## src/rtl/mips_ctrl_pkg.sv

```systemverilog
// Shared definitions for the multicycle MIPS32 control unit: opcode values,
// FSM state and instruction-class enums, datapath mux encodings, the fault
// code and the bundle of control outputs produced by the output decoder.
package mips_ctrl_pkg;

   // IR[31:26] values recognised by the decoder
   localparam logic [5:0] OpRtype = 6'b000000;
   localparam logic [5:0] OpShift = 6'b110000;
   localparam logic [5:0] OpAddi  = 6'b001000;
   localparam logic [5:0] OpAndi  = 6'b001100;
   localparam logic [5:0] OpLw    = 6'b100011;
   localparam logic [5:0] OpSw    = 6'b101011;
   localparam logic [5:0] OpBeq   = 6'b000100;
   localparam logic [5:0] OpJ     = 6'b000010;

   typedef enum logic [1:0] {
      AluAdd   = 2'b00,
      AluSub   = 2'b01,
      AluFunct = 2'b10,
      AluAnd   = 2'b11
   } alu_op_e;

   typedef enum logic [1:0] {
      SrcBRt    = 2'b00,
      SrcBFour  = 2'b01,
      SrcBImm   = 2'b10,
      SrcBImmSh = 2'b11
   } src_b_e;

   typedef enum logic [1:0] {
      PcSrcAlu    = 2'b00,
      PcSrcAluOut = 2'b01,
      PcSrcJump   = 2'b10
   } pc_src_e;

   typedef enum logic [1:0] {
      FaultNone    = 2'b00,
      FaultIllegal = 2'b01,
      FaultTimeout = 2'b10
   } fault_e;

   // Instruction class latched in DECODE; ClsNone is the reset value
   typedef enum logic [3:0] {
      ClsNone,
      ClsR,
      ClsSh,
      ClsAddi,
      ClsAndi,
      ClsLw,
      ClsSw,
      ClsBeq,
      ClsJ,
      ClsIllegal
   } cls_e;

   typedef enum logic [3:0] {
      StFetch,
      StDecode,
      StMemAddr,
      StMemRead,
      StMemWb,
      StMemWrite,
      StExecR,
      StExecSh,
      StExecI,
      StAluWb,
      StBranch,
      StJump,
      StTrap
   } state_e;

   typedef struct packed {
      logic    mem_req;
      logic    mem_we;
      logic    i_or_d;
      logic    ir_write;
      logic    pc_write;
      logic    pc_write_cond;
      pc_src_e pc_source;
      logic    alu_src_a;
      src_b_e  alu_src_b;
      alu_op_e alu_op;
      logic    reg_dst;
      logic    mem_to_reg;
      logic    reg_write;
      logic    retire;
   } ctrl_t;

   function automatic cls_e decode_class(input logic [5:0] op);
      cls_e cls;
      case (op)
         OpRtype: cls = ClsR;
         OpShift: cls = ClsSh;
         OpAddi:  cls = ClsAddi;
         OpAndi:  cls = ClsAndi;
         OpLw:    cls = ClsLw;
         OpSw:    cls = ClsSw;
         OpBeq:   cls = ClsBeq;
         OpJ:     cls = ClsJ;
         default: cls = ClsIllegal;
      endcase
      return cls;
   endfunction

endpackage

```

## src/rtl/mem_wait_timer.sv

```systemverilog
// Memory wait counter. Counts cycles a request spends waiting for mem_ready
// and flags the cycle in which the wait budget is used up.
//   clk, reset_n : clock, async active-low reset
//   clear_i      : zero the counter (on entry to a wait state)
//   count_i      : a wait cycle is being spent (request pending, not ready)
//   timeout_o    : this wait cycle is the MEM_TIMEOUT-th one; never set when
//                  MEM_TIMEOUT is 0
module mem_wait_timer #(
   parameter int unsigned MEM_TIMEOUT = 16,
   parameter int unsigned TMR_W       = (MEM_TIMEOUT > 0) ? $clog2(MEM_TIMEOUT + 1) : 1
) (
   input  logic clk,
   input  logic reset_n,
   input  logic clear_i,
   input  logic count_i,
   output logic timeout_o
);

   // With the timeout disabled the counter simply saturates at all-ones
   localparam int unsigned SatInt  = (MEM_TIMEOUT == 0) ? ((1 << TMR_W) - 1) : MEM_TIMEOUT;
   localparam int unsigned LastInt = (MEM_TIMEOUT == 0) ? 0 : MEM_TIMEOUT - 1;
   localparam logic [TMR_W-1:0] SatVal  = TMR_W'(SatInt);
   localparam logic [TMR_W-1:0] LastVal = TMR_W'(LastInt);
   localparam logic Enabled = (MEM_TIMEOUT != 0);

   logic [TMR_W-1:0] cnt_q, cnt_d;

   always_comb begin
      cnt_d = cnt_q;
      if (clear_i) begin
         cnt_d = '0;
      end else if (count_i && (cnt_q != SatVal)) begin
         cnt_d = cnt_q + TMR_W'(1);
      end
   end

   always_ff @(posedge clk or negedge reset_n) begin
      if (!reset_n) begin
         cnt_q <= '0;
      end else begin
         cnt_q <= cnt_d;
      end
   end

   // cnt_q holds the wait cycles already spent, so this is the last allowed one
   assign timeout_o = Enabled && count_i && (cnt_q == LastVal);

endmodule

```

## src/rtl/multicycle_control.sv

```systemverilog
// Multicycle MIPS32 control unit. Sequences each instruction through
// fetch / decode / execute / memory / write-back and drives the shared
// ALU and memory datapath controls.
//   clk, reset_n       : clock, async active-low reset (outputs forced 0)
//   opcode             : IR[31:26], sampled in DECODE
//   mem_ready          : memory completes the pending request this cycle
//   mem_req, mem_we    : memory request / write qualifier
//   i_or_d             : address select (0 PC, 1 ALUOut)
//   ir_write, pc_write, pc_write_cond, pc_source : IR / PC update controls
//   alu_src_a, alu_src_b, alu_op                 : ALU operand and op select
//   reg_dst, mem_to_reg, reg_write               : register file controls
//   retire             : one-cycle pulse when an instruction completes
//   fault              : sticky 00 none, 01 illegal opcode, 10 memory timeout
module multicycle_control #(
   parameter int unsigned MEM_TIMEOUT = 16,
   parameter int unsigned TMR_W       = (MEM_TIMEOUT > 0) ? $clog2(MEM_TIMEOUT + 1) : 1,
   parameter int unsigned ALU_OP_W    = 2
) (
   input  logic                clk,
   input  logic                reset_n,
   input  logic [5:0]          opcode,
   input  logic                mem_ready,
   output logic                mem_req,
   output logic                mem_we,
   output logic                i_or_d,
   output logic                ir_write,
   output logic                pc_write,
   output logic                pc_write_cond,
   output logic [1:0]          pc_source,
   output logic                alu_src_a,
   output logic [1:0]          alu_src_b,
   output logic [ALU_OP_W-1:0] alu_op,
   output logic                reg_dst,
   output logic                mem_to_reg,
   output logic                reg_write,
   output logic                retire,
   output logic [1:0]          fault
);

   import mips_ctrl_pkg::*;

   state_e state_q, state_d;
   cls_e   cls_q, cls_d;
   fault_e fault_q, fault_d;
   cls_e   dec_cls;
   ctrl_t  ctrl;

   logic wait_q, wait_d;
   logic tmr_clear, tmr_count, tmr_timeout;

   assign dec_cls = decode_class(opcode);

   // States in which a memory request is outstanding
   assign wait_q = (state_q == StFetch) || (state_q == StMemRead) || (state_q == StMemWrite);
   assign wait_d = (state_d == StFetch) || (state_d == StMemRead) || (state_d == StMemWrite);

   assign tmr_clear = wait_d && (state_d != state_q);
   assign tmr_count = wait_q && !mem_ready;

   mem_wait_timer #(
      .MEM_TIMEOUT (MEM_TIMEOUT),
      .TMR_W       (TMR_W)
   ) u_timer (
      .clk       (clk),
      .reset_n   (reset_n),
      .clear_i   (tmr_clear),
      .count_i   (tmr_count),
      .timeout_o (tmr_timeout)
   );

   // State, class and fault registers
   always_ff @(posedge clk or negedge reset_n) begin
      if (!reset_n) begin
         state_q <= StFetch;
         cls_q   <= ClsNone;
         fault_q <= FaultNone;
      end else begin
         state_q <= state_d;
         cls_q   <= cls_d;
         fault_q <= fault_d;
      end
   end

   // Next state; in wait states mem_ready takes priority over timeout
   always_comb begin
      state_d = state_q;
      unique case (state_q)
         StFetch: begin
            if (mem_ready)        state_d = StDecode;
            else if (tmr_timeout) state_d = StTrap;
         end
         StDecode: begin
            unique case (dec_cls)
               ClsR:          state_d = StExecR;
               ClsSh:         state_d = StExecSh;
               ClsAddi,
               ClsAndi:       state_d = StExecI;
               ClsLw,
               ClsSw:         state_d = StMemAddr;
               ClsBeq:        state_d = StBranch;
               ClsJ:          state_d = StJump;
               default:       state_d = StTrap;
            endcase
         end
         StMemAddr:  state_d = (cls_q == ClsLw) ? StMemRead : StMemWrite;
         StMemRead: begin
            if (mem_ready)        state_d = StMemWb;
            else if (tmr_timeout) state_d = StTrap;
         end
         StMemWb:    state_d = StFetch;
         StMemWrite: begin
            if (mem_ready)        state_d = StFetch;
            else if (tmr_timeout) state_d = StTrap;
         end
         StExecR,
         StExecSh,
         StExecI:    state_d = StAluWb;
         StAluWb,
         StBranch,
         StJump:     state_d = StFetch;
         StTrap:     state_d = StTrap;
         default:    state_d = StFetch;
      endcase
   end

   always_comb begin
      cls_d = (state_q == StDecode) ? dec_cls : cls_q;
   end

   // First fault wins and is held until reset
   always_comb begin
      fault_d = fault_q;
      if (fault_q == FaultNone) begin
         if ((state_q == StDecode) && (dec_cls == ClsIllegal)) begin
            fault_d = FaultIllegal;
         end else if (tmr_timeout && wait_q && !mem_ready) begin
            fault_d = FaultTimeout;
         end
      end
   end

   // Output decode
   always_comb begin
      ctrl = '0;
      unique case (state_q)
         StFetch: begin
            ctrl.mem_req   = 1'b1;
            ctrl.alu_src_b = SrcBFour;
            ctrl.alu_op    = AluAdd;
            ctrl.ir_write  = mem_ready;
            ctrl.pc_write  = mem_ready;
         end
         StDecode: begin
            ctrl.alu_src_b = SrcBImmSh;
            ctrl.alu_op    = AluAdd;
         end
         StMemAddr: begin
            ctrl.alu_src_a = 1'b1;
            ctrl.alu_src_b = SrcBImm;
            ctrl.alu_op    = AluAdd;
         end
         StMemRead: begin
            ctrl.mem_req = 1'b1;
            ctrl.i_or_d  = 1'b1;
         end
         StMemWb: begin
            ctrl.reg_write  = 1'b1;
            ctrl.mem_to_reg = 1'b1;
            ctrl.retire     = 1'b1;
         end
         StMemWrite: begin
            ctrl.mem_req = 1'b1;
            ctrl.mem_we  = 1'b1;
            ctrl.i_or_d  = 1'b1;
            ctrl.retire  = mem_ready;
         end
         StExecR: begin
            ctrl.alu_src_a = 1'b1;
            ctrl.alu_src_b = SrcBRt;
            ctrl.alu_op    = AluFunct;
         end
         StExecSh: begin
            ctrl.alu_src_a = 1'b1;
            ctrl.alu_src_b = SrcBImm;
            ctrl.alu_op    = AluFunct;
         end
         StExecI: begin
            ctrl.alu_src_a = 1'b1;
            ctrl.alu_src_b = SrcBImm;
            ctrl.alu_op    = (cls_q == ClsAndi) ? AluAnd : AluAdd;
         end
         StAluWb: begin
            ctrl.reg_write = 1'b1;
            ctrl.retire    = 1'b1;
            ctrl.reg_dst   = (cls_q == ClsR) || (cls_q == ClsSh);
         end
         StBranch: begin
            ctrl.alu_src_a     = 1'b1;
            ctrl.alu_src_b     = SrcBRt;
            ctrl.alu_op        = AluSub;
            ctrl.pc_write_cond = 1'b1;
            ctrl.pc_source     = PcSrcAluOut;
            ctrl.retire        = 1'b1;
         end
         StJump: begin
            ctrl.pc_write  = 1'b1;
            ctrl.pc_source = PcSrcJump;
            ctrl.retire    = 1'b1;
         end
         StTrap:  ;
         default: ;
      endcase
   end

   // Reset forces every output low, even though the state already reads FETCH
   assign mem_req       = reset_n & ctrl.mem_req;
   assign mem_we        = reset_n & ctrl.mem_we;
   assign i_or_d        = reset_n & ctrl.i_or_d;
   assign ir_write      = reset_n & ctrl.ir_write;
   assign pc_write      = reset_n & ctrl.pc_write;
   assign pc_write_cond = reset_n & ctrl.pc_write_cond;
   assign pc_source     = reset_n ? ctrl.pc_source : 2'b00;
   assign alu_src_a     = reset_n & ctrl.alu_src_a;
   assign alu_src_b     = reset_n ? ctrl.alu_src_b : 2'b00;
   assign alu_op        = reset_n ? ALU_OP_W'(ctrl.alu_op) : '0;
   assign reg_dst       = reset_n & ctrl.reg_dst;
   assign mem_to_reg    = reset_n & ctrl.mem_to_reg;
   assign reg_write     = reset_n & ctrl.reg_write;
   assign retire        = reset_n & ctrl.retire;
   assign fault         = reset_n ? fault_q : 2'b00;

endmodule

```

## config.mk

```make
export PLATFORM = sky130hd
export DESIGN_NAME = multicycle_control
export DESIGN_NICKNAME = d
export VERILOG_FILES = /design/src/rtl/mips_ctrl_pkg.sv /design/src/rtl/mem_wait_timer.sv /design/src/rtl/multicycle_control.sv
export SDC_FILE = /design/constraint.sdc
export NUM_CORES = 1
export LEC_CHECK = 0
export ABC_AREA = 1
export BUFFER_PORTS_ARGS = -buffer_cell sky130_fd_sc_hd__clkbuf_2
export CAP_MARGIN = 10
export CORE_MARGIN = 2
export CORE_UTILIZATION = 50
export DETAILED_ROUTE_END_ITERATION = 8
export GPL_TIMING_DRIVEN = 0
export PLACE_DENSITY = 0.76
export REMOVE_ABC_BUFFERS = 1
export SLEW_MARGIN = 40
export SYNTH_ARGS = -nofsm -noshare
export SYNTH_HDL_FRONTEND = slang
export SYNTH_SLANG_ARGS = --single-unit
```

## constraint.sdc

```tcl
create_clock -name clk -period 1.6 [get_ports clk]
set_input_delay 0.4 -clock clk [delete_from_list [all_inputs] [get_ports clk]]
set_output_delay 0.4 -clock clk [all_outputs]
set_load 0.05 [all_outputs]
```

==> results.toml, run 1 <==
[yosys]
async_flop_share_pct = 100
ys.flop_type = "dfrtp_1"
avgSynthCellArea_sq_um = 6.53
syn_inst = 230
synth_area_leaders = "dfrtp_1 25%, nand2_1 12%, inv_1 9.7%"
synth_area_sq_um = 1500
netlist.area_leader.share_pct = 25.0
synth_edf_count = 0
yosys.area.top_type = "dfrtp_1"
ys_seq_elements = 15
yosysWarnings = 0
yosysUniqueCellTypes = 32
ys_seq_area_share_pct = 25.0

[cts]
clock-root-buffer = "clkbuf_4"
cts_max_path_buffers = 2
cts_buffers = 3
clock-sinks = 15
htreeDepth = 1

[floorplan]
ios = 28
placementRows = 19
die_height_microns = 58.8
start_util_pct = 53.5
die_w_microns = 58.8

[sta]
worst_endpoint = "alu_op[1]"
endpoint_type = "primary output"

[outcome]
error = "[ERROR DPL-0038] Utilization greater than 100%, impossible to legalize"
failed_stage = "5_1_grt"
status = "did not finish"

[placement]
buffer_ports.inserted = 27
gp_congestion = 0.864
dp.final_hpwl_microns = 2580

[grt]
grt_max_degree = 16
## logic make-up after synthesis
logic type      after synthesis  synth area share (%)
xor+xnor                      3                  1.75
fa+ha+maj                     8                  6.67
compound gates               33                  14.2
simple gates                126                  40.3
buf+inv                      45                  12.0
flops                        15                  25.0
## repair_timing
action,in CTS
pin swaps,29
setup endpoints to repair,29
hold buffers,1
endpoints found under the hold margin,15
resized for setup,106
buffers inserted,27
## stage by stage
stage / setup WS, ns / std cells / area (sq um)
after floorplan: -1.94 / 227 / 1480
after global placement: -1.11 / 285 / 1650
after detailed placement: -1.16 / 285 / 1650
after CTS: -0.498 / 317 / 2320
## cell usage after synthesis (2+ instances only)
cell	instances
a21oi_1	11
a21oi_4	2
a31oi_1	2
dfrtp_1	15
ha_1	8
inv_1	39
inv_2	3
nand2_1	46
nand2_2	8
nand3_1	23
nand3_2	5
nand4_1	5
nor2_1	25
nor2_2	8
o21ai_0	11
xor2_1	3
==> inputs of run 2 (changes only) <==
Settings changed: CORE_UTILIZATION 50 to 40, PLACE_DENSITY 0.76 to default, PLACE_DENSITY_LB_ADDON from default to 0.15.
Clock period 1.6 ns to 2.1 ns, I/O delays scaled along.
==> results.toml, run 2 <==
[outcome]
status = "finished with violations"
failed_checks = "setup timing"

[critical_path]
crit_buf_inv = 2
worstPathCellList = "clkbuf_2, nor2_4, nand2_4, a21oi_4, a221oi_4, buf_4, ha_4, o211a_1, nand3_4, nand2_2, o21ai_2, nor2_2, nand2_4, a21oi_2"
crit_type = "input pin to flop"
cp_common_cell = "nand2_4"
critical_path_depth = 14
critPathCaptureType = "flop"
cp.required_ns = 2.27
path_max_fanout = 5
arrival_ns = 2.44
reg2regPathDepth = 12
slowest_stage = "ha_4"
startpoint_type = "input pin"
critical-path-top-delay-family = "simple AND/OR/NAND/NOR gates"
crit_path_max_incr_delay_ns = 0.27

[yosys]
syn_inst = 230
synth_area_sq_um = 1500
ys_seq_elements = 15
netlist.area_leader.share_pct = 25.0
ys_seq_area_share_pct = 25.0
ys.flop_type = "dfrtp_1"
synth.most_common_cell = "nand2_1"
avgSynthCellArea_sq_um = 6.53
synth_edf_count = 0
synth_commonest_cells = "46 x nand2_1, 39 x inv_1, 25 x nor2_1"
yosysUniqueCellTypes = 32
yosys.area.top_type = "dfrtp_1"
async_flop_share_pct = 100
yosysWarnings = 0
synth_area_leaders = "dfrtp_1 25%, nand2_1 12%, inv_1 9.7%"

[cts]
cts_max_path_buffers = 2
clock-root-buffer = "clkbuf_8"
ctsHoldBuffers = 0
clock-sinks = 15
cts_tree = "yes"
cts_buffers = 3
clk_latency_ns = 0.25
cts.clk_slew.worst_paths_ns = 0.06
htreeDepth = 1

[grt]
grt_pass1_wl_microns = 6530
grt_pass1_vias = 1504
antenna_found_initial = 0
grt-ovfl-total = 0
grt_max_degree = 21
grt_util_all_layers_pct = 19.5

[drt]
m1WireLength_microns = 1800
drt_iter0_drc = 95
routed_wl_microns = 4240
routed.top_layer = "met4"
routed-wl-met3_microns = 106
wl_per_cell_microns = 12.7
ant_nets = 0
route.detailed.drc = 0
drt-pass1-iter-count = 4
vias_per_cell = 5.11
wl_met2_microns = 2280
num_vias = 1700

[floorplan]
placementRows = 22
die_height_microns = 65.3
coreArea_sq_um = 3630
start_util_pct = 41.3
die_w_microns = 65.3
ios = 28
die_area_sq_um = 4260

[layout]
most-common-layout-cells = "38 x nand2_1, 28 x inv_1, 26 x buf_4, 20 x nor2_1, 15 x nand3_1"
num_antenna_cells = 0
syn_to_final_growth_pct = 55.6
reg_top3 = "u_timer.cnt_q (5), cls_q (4), state_q (4)"
final_nets = 303
drive_gt1_share_pct = 47.0
regMostFlops = "u_timer.cnt_q"
fillers = 308
final_core_util_pct = 64.3
largest_reg_flops = 5
final_common_cell = "nand2_1"

[flow_run]
cap_violations = 0

[pwr]
power_mw = 2.74
powerDensity_nw_per_um2 = 1170
p_leak_nw = 1.18
peakVddDrop_mv = 0.399

[sta]
hold_viol = 0
worstMarginPinSlew_ns = 0.344
setup_violations = 8
relSlewSlack_pct = 76.9
fin_tns_setup_ns = -0.959
whs_ns = 0.134
rsz0062_at_grt = "yes"
fmax_mhz = 440
fin_ws_ns = -0.171
slew_viol_final = 0
clock-skew-final_ns = 0.00511
final.min_clock_period_ns = 2.27
fin_crit_sh_pct = 108

[placement]
dp_slack_ns = -0.824
buffer_ports.inserted = 27
gp_congestion = 0.873
dp.final_hpwl_microns = 2650

[worst_hold_path]
min_path_type = "input pin to async pin"
-- run 2: logic make-up after synthesis --
group / Yosys count / share of synthesized area [%]
AOI/OAI and AO/OA: 33 / 14.2
xor gates and xnor gates: 3 / 1.75
adders and majority gates: 8 / 6.67
buffers and inverters: 45 / 12.0
DFF: 15 / 25.0
and+or+nand+nor: 126 / 40.3
-- run 2: per-stage QoR --
step                cell area, sq um  cells
floorplan                       1480    227
global placement                1670    302
detailed placement              1670    302
CTS                             2180    327
global route                    2340    333
finish                          2340    333
-- run 2: where the power goes --
| group | total [mW] | switching (mW) | internal [mW] |
|---|---|---|---|
| sequential | 0.510 | 0.118 | 0.392 |
| combinational | 1.99 | 1.25 | 0.745 |
| clock | 0.234 | 0.0999 | 0.134 |
-- run 2: routing by layer --
layer	vias up	GRT usage, %
met4	0	7.81
met3	4	1.71
li1	857	-
met5	-	0
met1	805	22.6
met2	34	36.5
-- run 2: final cells by class --
class | instances | area [sq um] | share of cell area [%]
Inverter | 42 | 166 | 7.12
Timing Repair Buffer | 54 | 475 | 20.4
Tap cell | 48 | 60.1 | 2.57
Multi-Input combinational cell | 170 | 1210 | 51.8
Clock buffer | 4 | 45.0 | 1.93
Sequential cell | 15 | 379 | 16.2
-- run 2: what timing repair did --
item | CTS | global route
endpoints found under the hold margin | 0 | 0
setup endpoints to repair | 25 | 18
pin swaps | 31 | 20
gates cloned | 0 | 0
resized for setup | 76 | 40
setup buffers | 21 | 6
-- run 2: worst paths after layout --
check                            startpoint               end  slack [ns]
setup / recovery                  opcode[5]  u_timer.cnt_q[0]       -0.17
hold / removal                      reset_n          cls_q[1]        0.13
setup reg to reg           u_timer.cnt_q[0]  u_timer.cnt_q[0]       -0.07
hold reg to reg                  fault_q[0]        fault_q[0]        0.50
max in group asynchronous           reset_n        state_q[2]        1.78
min in group clk                 fault_q[0]        fault_q[0]        0.50
-- run 2: worst register-to-register path: cells and delay by family (launching register included) --
kind	cells	cell delay [ns]
fa+ha+maj	2	0.43
compound gates	2	0.34
flops	1	0.42
simple gates	8	0.90
Note: power is estimated with default switching activity, not from simulation.
